**src/rtl/pipeline_pkg.sv**
```systemverilog
// pipeline_pkg: shared encodings for the 5-stage MIPS pipeline control logic (rev 1.0).
`default_nettype none

package pipeline_pkg;

  typedef enum logic [1:0] {
    RUN   = 2'b00,
    STALL = 2'b01,
    FLUSH = 2'b10
  } hz_state_t;

  localparam logic [4:0] REG_ZERO = 5'd0;

  localparam logic [5:0] OP_RTYPE = 6'h00;
  localparam logic [5:0] OP_J     = 6'h02;
  localparam logic [5:0] OP_BEQ   = 6'h04;
  localparam logic [5:0] OP_LW    = 6'h23;
  localparam logic [5:0] OP_SW    = 6'h2b;

endpackage

`default_nettype wire

```
**src/rtl/hazard_detect.sv**
```systemverilog
// hazard_detect: combinational load-use and redirect detection for the ID/EX boundary (rev 1.0).
`default_nettype none

module hazard_detect
  import pipeline_pkg::*;
(
  input  logic [4:0] id_rs,
  input  logic [4:0] id_rt,
  input  logic       id_uses_rt,
  input  logic       ex_MemRead,
  input  logic [4:0] ex_rt,
  input  logic       ex_branch,
  input  logic       ex_zero,
  input  logic       ex_jump,
  output logic       load_use,
  output logic       redirect
);

  always_comb begin
    redirect = ex_jump | (ex_branch & ex_zero);
    // $0 is hard-wired, so a load targeting it can never create a dependency
    load_use = ex_MemRead & (ex_rt != REG_ZERO) &
               ((ex_rt == id_rs) | (id_uses_rt & (ex_rt == id_rt)));
  end

endmodule

`default_nettype wire

```
**src/rtl/hazard_control.sv**
```systemverilog
// hazard_control: stall/flush sequencer driving PC, IF/ID and ID/EX controls (rev 1.0).
// Optional perf counters (stall_cnt, flush_cnt, perf_clr) enabled by HAZARD_PERF_CNT_EN.
`default_nettype none

module hazard_control
  import pipeline_pkg::*;
#(
  parameter int LOAD_STALL_CYCLES = 1,
  parameter int FLUSH_CYCLES      = 1,
  parameter int PERF_CNT_W        = 16
) (
  input  logic       clk,
  input  logic       reset_n,
  input  logic [4:0] id_rs,
  input  logic [4:0] id_rt,
  input  logic       id_uses_rt,
  input  logic       ex_MemRead,
  input  logic [4:0] ex_rt,
  input  logic       ex_branch,
  input  logic       ex_zero,
  input  logic       ex_jump,
  output logic       pc_write,
  output logic       ifid_write,
  output logic       ifid_flush,
  output logic       idex_bubble,
  output logic       busy
`ifdef HAZARD_PERF_CNT_EN
  ,
  output logic [PERF_CNT_W-1:0] stall_cnt,
  output logic [PERF_CNT_W-1:0] flush_cnt,
  input  logic                  perf_clr
`endif
);

  localparam logic [3:0] STALL_LOAD = 4'(LOAD_STALL_CYCLES - 1);
  localparam logic [3:0] FLUSH_LOAD = 4'(FLUSH_CYCLES - 1);

  generate
    if (LOAD_STALL_CYCLES < 1 || LOAD_STALL_CYCLES > 15 ||
        FLUSH_CYCLES < 1 || FLUSH_CYCLES > 15 || PERF_CNT_W < 1) begin : g_param_check
      $error("hazard_control: parameter out of legal range");
    end
  endgenerate

  hz_state_t  state, state_nx;
  logic [3:0] cnt, cnt_nx;
  logic       load_use, redirect;
  logic       stall_act, flush_act;

  hazard_detect u_detect (
    .id_rs      (id_rs),
    .id_rt      (id_rt),
    .id_uses_rt (id_uses_rt),
    .ex_MemRead (ex_MemRead),
    .ex_rt      (ex_rt),
    .ex_branch  (ex_branch),
    .ex_zero    (ex_zero),
    .ex_jump    (ex_jump),
    .load_use   (load_use),
    .redirect   (redirect)
  );

  always_ff @(posedge clk or negedge reset_n) begin
    if (!reset_n) begin
      state <= RUN;
      cnt   <= 4'd0;
    end else begin
      state <= state_nx;
      cnt   <= cnt_nx;
    end
  end

  always_comb begin
    state_nx    = state;
    cnt_nx      = cnt;
    stall_act   = 1'b0;
    flush_act   = 1'b0;
    pc_write    = 1'b1;
    ifid_write  = 1'b1;
    ifid_flush  = 1'b0;
    idex_bubble = 1'b0;
    busy        = (state != RUN);

    case (state)
      RUN: begin
        if (redirect) begin
          flush_act = 1'b1;
          if (FLUSH_CYCLES > 1) begin
            state_nx = FLUSH;
            cnt_nx   = FLUSH_LOAD;
          end
        end else if (load_use) begin
          stall_act = 1'b1;
          if (LOAD_STALL_CYCLES > 1) begin
            state_nx = STALL;
            cnt_nx   = STALL_LOAD;
          end
        end
      end
      STALL: begin
        // A redirect makes the stalled instruction dead, so drop the stall
        if (redirect) begin
          flush_act = 1'b1;
          if (FLUSH_CYCLES > 1) begin
            state_nx = FLUSH;
            cnt_nx   = FLUSH_LOAD;
          end else begin
            state_nx = RUN;
            cnt_nx   = 4'd0;
          end
        end else begin
          stall_act = 1'b1;
          cnt_nx    = cnt - 4'd1;
          if (cnt == 4'd1) state_nx = RUN;
        end
      end
      FLUSH: begin
        flush_act = 1'b1;
        cnt_nx    = cnt - 4'd1;
        if (cnt == 4'd1) state_nx = RUN;
      end
      default: begin
        state_nx = RUN;
        cnt_nx   = 4'd0;
      end
    endcase

    if (flush_act) begin
      ifid_flush  = 1'b1;
      idex_bubble = 1'b1;
    end
    if (stall_act) begin
      pc_write    = 1'b0;
      ifid_write  = 1'b0;
      idex_bubble = 1'b1;
    end

    // Outputs are forced to a safe squash pattern while reset is held
    if (!reset_n) begin
      stall_act   = 1'b0;
      flush_act   = 1'b0;
      pc_write    = 1'b0;
      ifid_write  = 1'b0;
      ifid_flush  = 1'b1;
      idex_bubble = 1'b1;
      busy        = 1'b0;
    end
  end

`ifdef HAZARD_PERF_CNT_EN
  always_ff @(posedge clk or negedge reset_n) begin
    if (!reset_n) begin
      stall_cnt <= '0;
      flush_cnt <= '0;
    end else if (perf_clr) begin
      stall_cnt <= '0;
      flush_cnt <= '0;
    end else begin
      if (stall_act && (stall_cnt != {PERF_CNT_W{1'b1}}))
        stall_cnt <= stall_cnt + PERF_CNT_W'(1);
      if (flush_act && (flush_cnt != {PERF_CNT_W{1'b1}}))
        flush_cnt <= flush_cnt + PERF_CNT_W'(1);
    end
  end
`endif

endmodule

`default_nettype wire

```
**config.mk**
```make
export PLATFORM = sky130hd
export DESIGN_NAME = hazard_control
export DESIGN_NICKNAME = d
export VERILOG_FILES = /design/src/rtl/pipeline_pkg.sv /design/src/rtl/hazard_detect.sv /design/src/rtl/hazard_control.sv
export SDC_FILE = /design/constraint.sdc
export NUM_CORES = 1
export LEC_CHECK = 0
export BUFFER_PORTS_ARGS = -buffer_cell sky130_fd_sc_hd__buf_2
export CAP_MARGIN = 15
export CORE_MARGIN = 1
export CORE_UTILIZATION = 30
export CTS_BUF_LIST = sky130_fd_sc_hd__clkbuf_4
export DETAILED_ROUTE_END_ITERATION = 7
export PLACE_DENSITY_LB_ADDON = 0.12
export SYNTH_ARGS = -nofsm -noshare
export SYNTH_HDL_FRONTEND = slang
export SYNTH_SLANG_ARGS = --single-unit
```
**constraint.sdc**
```tcl
create_clock -name clk -period 1.5 [get_ports clk]
set_input_delay 0.075 -clock clk [delete_from_list [all_inputs] [get_ports clk]]
set_output_delay 0.075 -clock clk [all_outputs]
set_load 0.1 [all_outputs]
```
## Word level (Yosys, flattened, before mapping)

Cells that the tools add are included.

| storage, ports and cells | value |
|---|---|
| register bits after elaboration | 6 |
| input bits | 22 |
| output and inout port bits | 5 |
| word-level logic and storage cells | 36 |

| cells by class | value |
|---|---|
| $add $sub $neg | 1 |
| equality and inequality tests | 5 |
| muxes and demuxes | 18 |
| bitwise logic cells | 6 |
| reductions and logical operators | 4 |

Operator list:

| kind | count |
|---|---|
| $pmux 4 s3 | 1 |
| $mux 1 | 11 |
| $eq 5x5->1 | 2 |
| $pmux 2 s3 | 1 |
| $reduce_bool 5->1 | 1 |
| $and 1x1->1 | 4 |
| $eq 4x1->1 const B | 1 |
| $mux 2 | 2 |
| $mux 4 | 1 |
| $pmux 1 s2 | 2 |
| $sub 4x1->4 const B | 1 |
| $eq 2x1->1 const B | 1 |
| $eq 2x2->1 const B | 1 |
| $logic_not 2->1 | 1 |
| $or 1x1->1 | 2 |
| $reduce_bool 2->1 | 1 |
| $reduce_or 2->1 | 1 |

## Logic depth before layout (Yosys ltp)

| depth | value |
|---|---|
| depth in word-level cells | 9 |
| depth in mapped cells | 6 |
| depth with buffers taken out | 5 |

## Modules after synthesis

A second synthesis with hierarchy kept.

| second synthesis, totals | value |
|---|---|
| cells, all modules | 62 |
| area, all modules | 549.3 um2 |

Modules (own cells, without submodules):

| module | instances | cells an instance | area each (um2) | seq. area each (um2) |
|---|---|---|---|---|
| hazard_control | 1 | 44 | 409.1 | 150.1 |
| hazard_detect | 1 | 18 | 140.1 | 0.0 |

## Worst setup path after synthesis

Ideal clock, no wire load.

| timing path | value |
|---|---|
| kind | reg-to-output |
| start point | reg state[1] |
| end point | out idex_bubble |
| arrival time | 3.856 ns |
| data required time | 1.425 ns |
| slack | -2.431 ns |
| cell stages (with the launch flop) | 5 |
| buffers on the path | 0 |
| cells stage by stage | dfrtp_1 > and2_0 > o21ai_0 > a21oi_1 > o21ai_0 |

| on the way | value |
|---|---|
| word-level cells in the longest chain between the ends | 6 |
| elaborated cells between the ends (all ways) | 9 |
| classes of those cells | eq/ne (2); mux (5); reduce/logical (2) |

RTL lines:

| item | line | text |
|---|---|---|
| start, declared | hazard_control.sv:45 | `hz_state_t state, state_nx;` |
| start signal, assigned | hazard_control.sv:68 | `state <= state_nx;` |
| $eq 2x1->1 or $logic_not 2->1 (tied branches) | hazard_control.sv:84 | `case (state)` |
| $reduce_or 2->1 (no line) | n/a |  |
| $pmux 1 s2 | hazard_control.sv:84 |  |
| $mux 1 | hazard_control.sv:128 | `if (flush_act) begin` |
| $mux 1 * | hazard_control.sv:132 | `if (stall_act) begin` |
| $mux 1 * | hazard_control.sv:139 | `if (!reset_n) begin` |
| end, declared | hazard_control.sv:25 | `output logic idex_bubble,` |

Mark *: on every way between the ends. The rest lies on a longest branch, timed or not.

## Final worst setup path

Same ends and word-level chain as after synthesis.

==> impl_metrics.env <==
export IMPL_status="finished with violations"
export IMPL_violations="negative setup slack"
export IMPL_numCtsBuffers=3
export IMPL_slew_headroom_pct=79.5
export IMPL_drt_iter0_markers=7
export IMPL_layout_nets=126
export IMPL_hpwl_mm=1.03
export IMPL_syn_nets=89
export IMPL_ios=27
export IMPL_crit_path_end="idex_bubble"
export IMPL_report_final_hold_viol_count=0
export IMPL_timing_critical_path_to_type="output port"
export IMPL_rr_startpoint="state[0]"
export IMPL_grtUsageTotal_pct=14.5
export IMPL_first_pass_iters=4
export IMPL_final_antenna_net_count=0
export IMPL_gp_congestion=0.666
export IMPL_syn_area_per_cell_sq_um=9.08
export IMPL_synth_most_common_cell="xor2_1"
export IMPL_port_buffers=26
export IMPL_vias=564
export IMPL_startpoint_type="flop"
export IMPL_syn_cell_area_sq_um=563
export IMPL_irDropWorstVdd_mv=0.446
export IMPL_num_fill_cells=163
export IMPL_die_area_sq_um=2050
export IMPL_place_inst=115
export IMPL_core_sq_um=1750
export IMPL_cts_tree="done"
export IMPL_cp_data_required_time_ns=1.42
export IMPL_cts_root_buf="clkbuf_4"
export IMPL_grt_pass1_wl_mm=2.07
export IMPL_max_freq_ghz=0.643
export IMPL_htreeDepth=1
export IMPL_path_clk_slew_ns=0.05
export IMPL_r2r_end="cnt[0]"
export IMPL_r2r_cells=7
export IMPL_path_class="reg2out"
export IMPL_cp_max_fo=4
export IMPL_die_y_um=45.3
export IMPL_skew_ns=0.00201
export IMPL_clock_latency_ns=0.24
export IMPL_clockBufferDepth=2
export IMPL_synth_cell_types=30
export IMPL_r2r_slack_ns=0.04
export IMPL_stdcell_count=122
export IMPL_remaining_drc_errors=0
export IMPL_grt_max_degree=10
export IMPL_cts_sinks=6
export IMPL_vias_per_cell=4.62
export IMPL_overflow=0
export IMPL_crit_arrival_ns=1.48
export IMPL_setup_tns_ns=-0.132
export IMPL_cp_startpoint="state[1]"
export IMPL_fin_crit_ns=1.56
export IMPL_diodes=0
export IMPL_ys_flop_type="dfrtp_1"
export IMPL_post_drt_wl_per_cell_um=10.6
export IMPL_yosys_top_cells_count="9 x xor2_1, 6 x dfrtp_1, 6 x inv_1, 5 x ha_1"
export IMPL_fin_ws_ns=-0.0554
export IMPL_antenna_found_initial=0
export IMPL_synthTopCellsByArea="dfrtp_1 27%, xor2_1 14%, ha_1 11%"
export IMPL_num_rows=15
export IMPL_tightestPinTransition_ns=0.308
export IMPL_yosysWarnings=0
export IMPL_synth_top_area_share_pct=26.7
export IMPL_final_core_util_pct=54.9
export IMPL_synth_edf_count=0
export IMPL_p_total_uw=484
export IMPL_syn_instance_count=62
export IMPL_drv_cap=0
export IMPL_die_width_um=45.3
export IMPL_power_leakage_uw=0.000430
export IMPL_finalMaxSlewViolations=0
export IMPL_rsz0062_at_grt="true"
export IMPL_ys_seq_elements=6
export IMPL_setup_violations=3
export IMPL_drive_gt1_share_pct=53.6
export IMPL_cellPowerDensity_nw_per_um2=505
export IMPL_synth_async_reset_ratio_pct=100
export IMPL_ys_seq_area_share_pct=26.7
export IMPL_initial_core_util_pct=32.3
export IMPL_synth_largest_area_cell="dfrtp_1"
export IMPL_min_period_over_period_pct=104
export IMPL_syn_to_final_growth_pct=70.2
export IMPL_drt_wl_total_mm=1.30
export IMPL_grt_pass1_vias=522
export IMPL_hp_class="in2async"
[metal layers]
layer / track usage (%) / share of wire [%] / vias to the layer above
met2: 26.4 / 51 / 17
met1: 15.4 / 42 / 253
li1: - / - / 290
met4: 10.9 / 2.6 / 0
met3: 1.20 / 3.6 / 4
met5: 0 / 0 / -
[flip-flops by register name, indices dropped and copies added (netlist names)]
name   flops
state      2
cnt        4
[stage by stage]
stage	hold slack [ns]	setup slack, ns	cell area [sq um]
floorplan	-0.221	-0.112	638
global placement	-0.0474	0.0636	871
detailed placement	-0.0464	0.0264	871
CTS	0.225	-0.0544	932
global route	0.253	-0.121	958
finish	0.225	-0.0554	958
[worst min-delay path by stage]
stage / start / end / slack, ns / cells after the start
2_1_floorplan: reset_n / cnt[0] / -0.22 / 0
3_3_place_gp: reset_n / state[0] / -0.05 / 1
3_5_place_dp: reset_n / cnt[2] / -0.05 / 1
4_1_cts: reset_n / cnt[0] / 0.23 / 2
5_1_grt: reset_n / state[1] / 0.25 / 2
6_report: reset_n / cnt[3] / 0.23 / 2
[cell usage in the layout (no fill, tap or decap), types with 2 or more instances in the layout]
cell type / instances
a21oi_2: 3
o21ai_4: 2
buf_12: 5
or3_1: 2
buf_2: 21
and2_1: 2
inv_2: 2
inv_1: 4
clkbuf_4: 3
nor3_1: 2
nand2_1: 3
buf_4: 6
dfrtp_1: 6
ha_1: 3
xor2_1: 9
o31ai_1: 2
[power breakdown]
group / switching, uW / leakage (uW) / total (uW) / internal [uW]
logic: 96.2 / 0.000343 / 171 / 74.5
registers: 0 / 0.0000734 / 162 / 162
clock network: 60.2 / 0.0000138 / 151 / 90.6
[worst max-delay path: stages (launching register included)]
cell,delay [ns]
dfrtp_1,0.41
inv_2,0.10
ha_4,0.14
o2111ai_4,0.11
buf_6,0.15
o21ai_4,0.13
buf_12,0.19
[cell families (layout without fill, tap and decap cells)]
family	after synthesis	in the layout	share of synthesized area (%)
fa+ha+maj	5	5	11.1
compound gates	14	14	19.3
mux	1	1	2.00
simple gates	18	18	19.3
flops	6	6	26.7
xor+xnor	10	10	15.6
buf+inv	8	43	6.00
[layout make-up]
class                           instances  area (sq um)  share of cell area (%)
Inverter                                6          22.5                    2.35
Tap cell                               25          31.3                    3.26
Clock buffer                            3          22.5                    2.35
Timing Repair Buffer                   34           272                    28.3
Sequential cell                         6           150                    15.7
Multi-Input combinational cell         48           460                    48.0
[repair_timing]
item,4_1_cts,5_1_grt
endpoints found under the setup margin,4,8
endpoints found under the hold margin,6,0
cloned,0,0
hold buffers,1,0
gates resized for setup,6,3
buffers inserted,1,2
(Power assumes the default switching activity.)
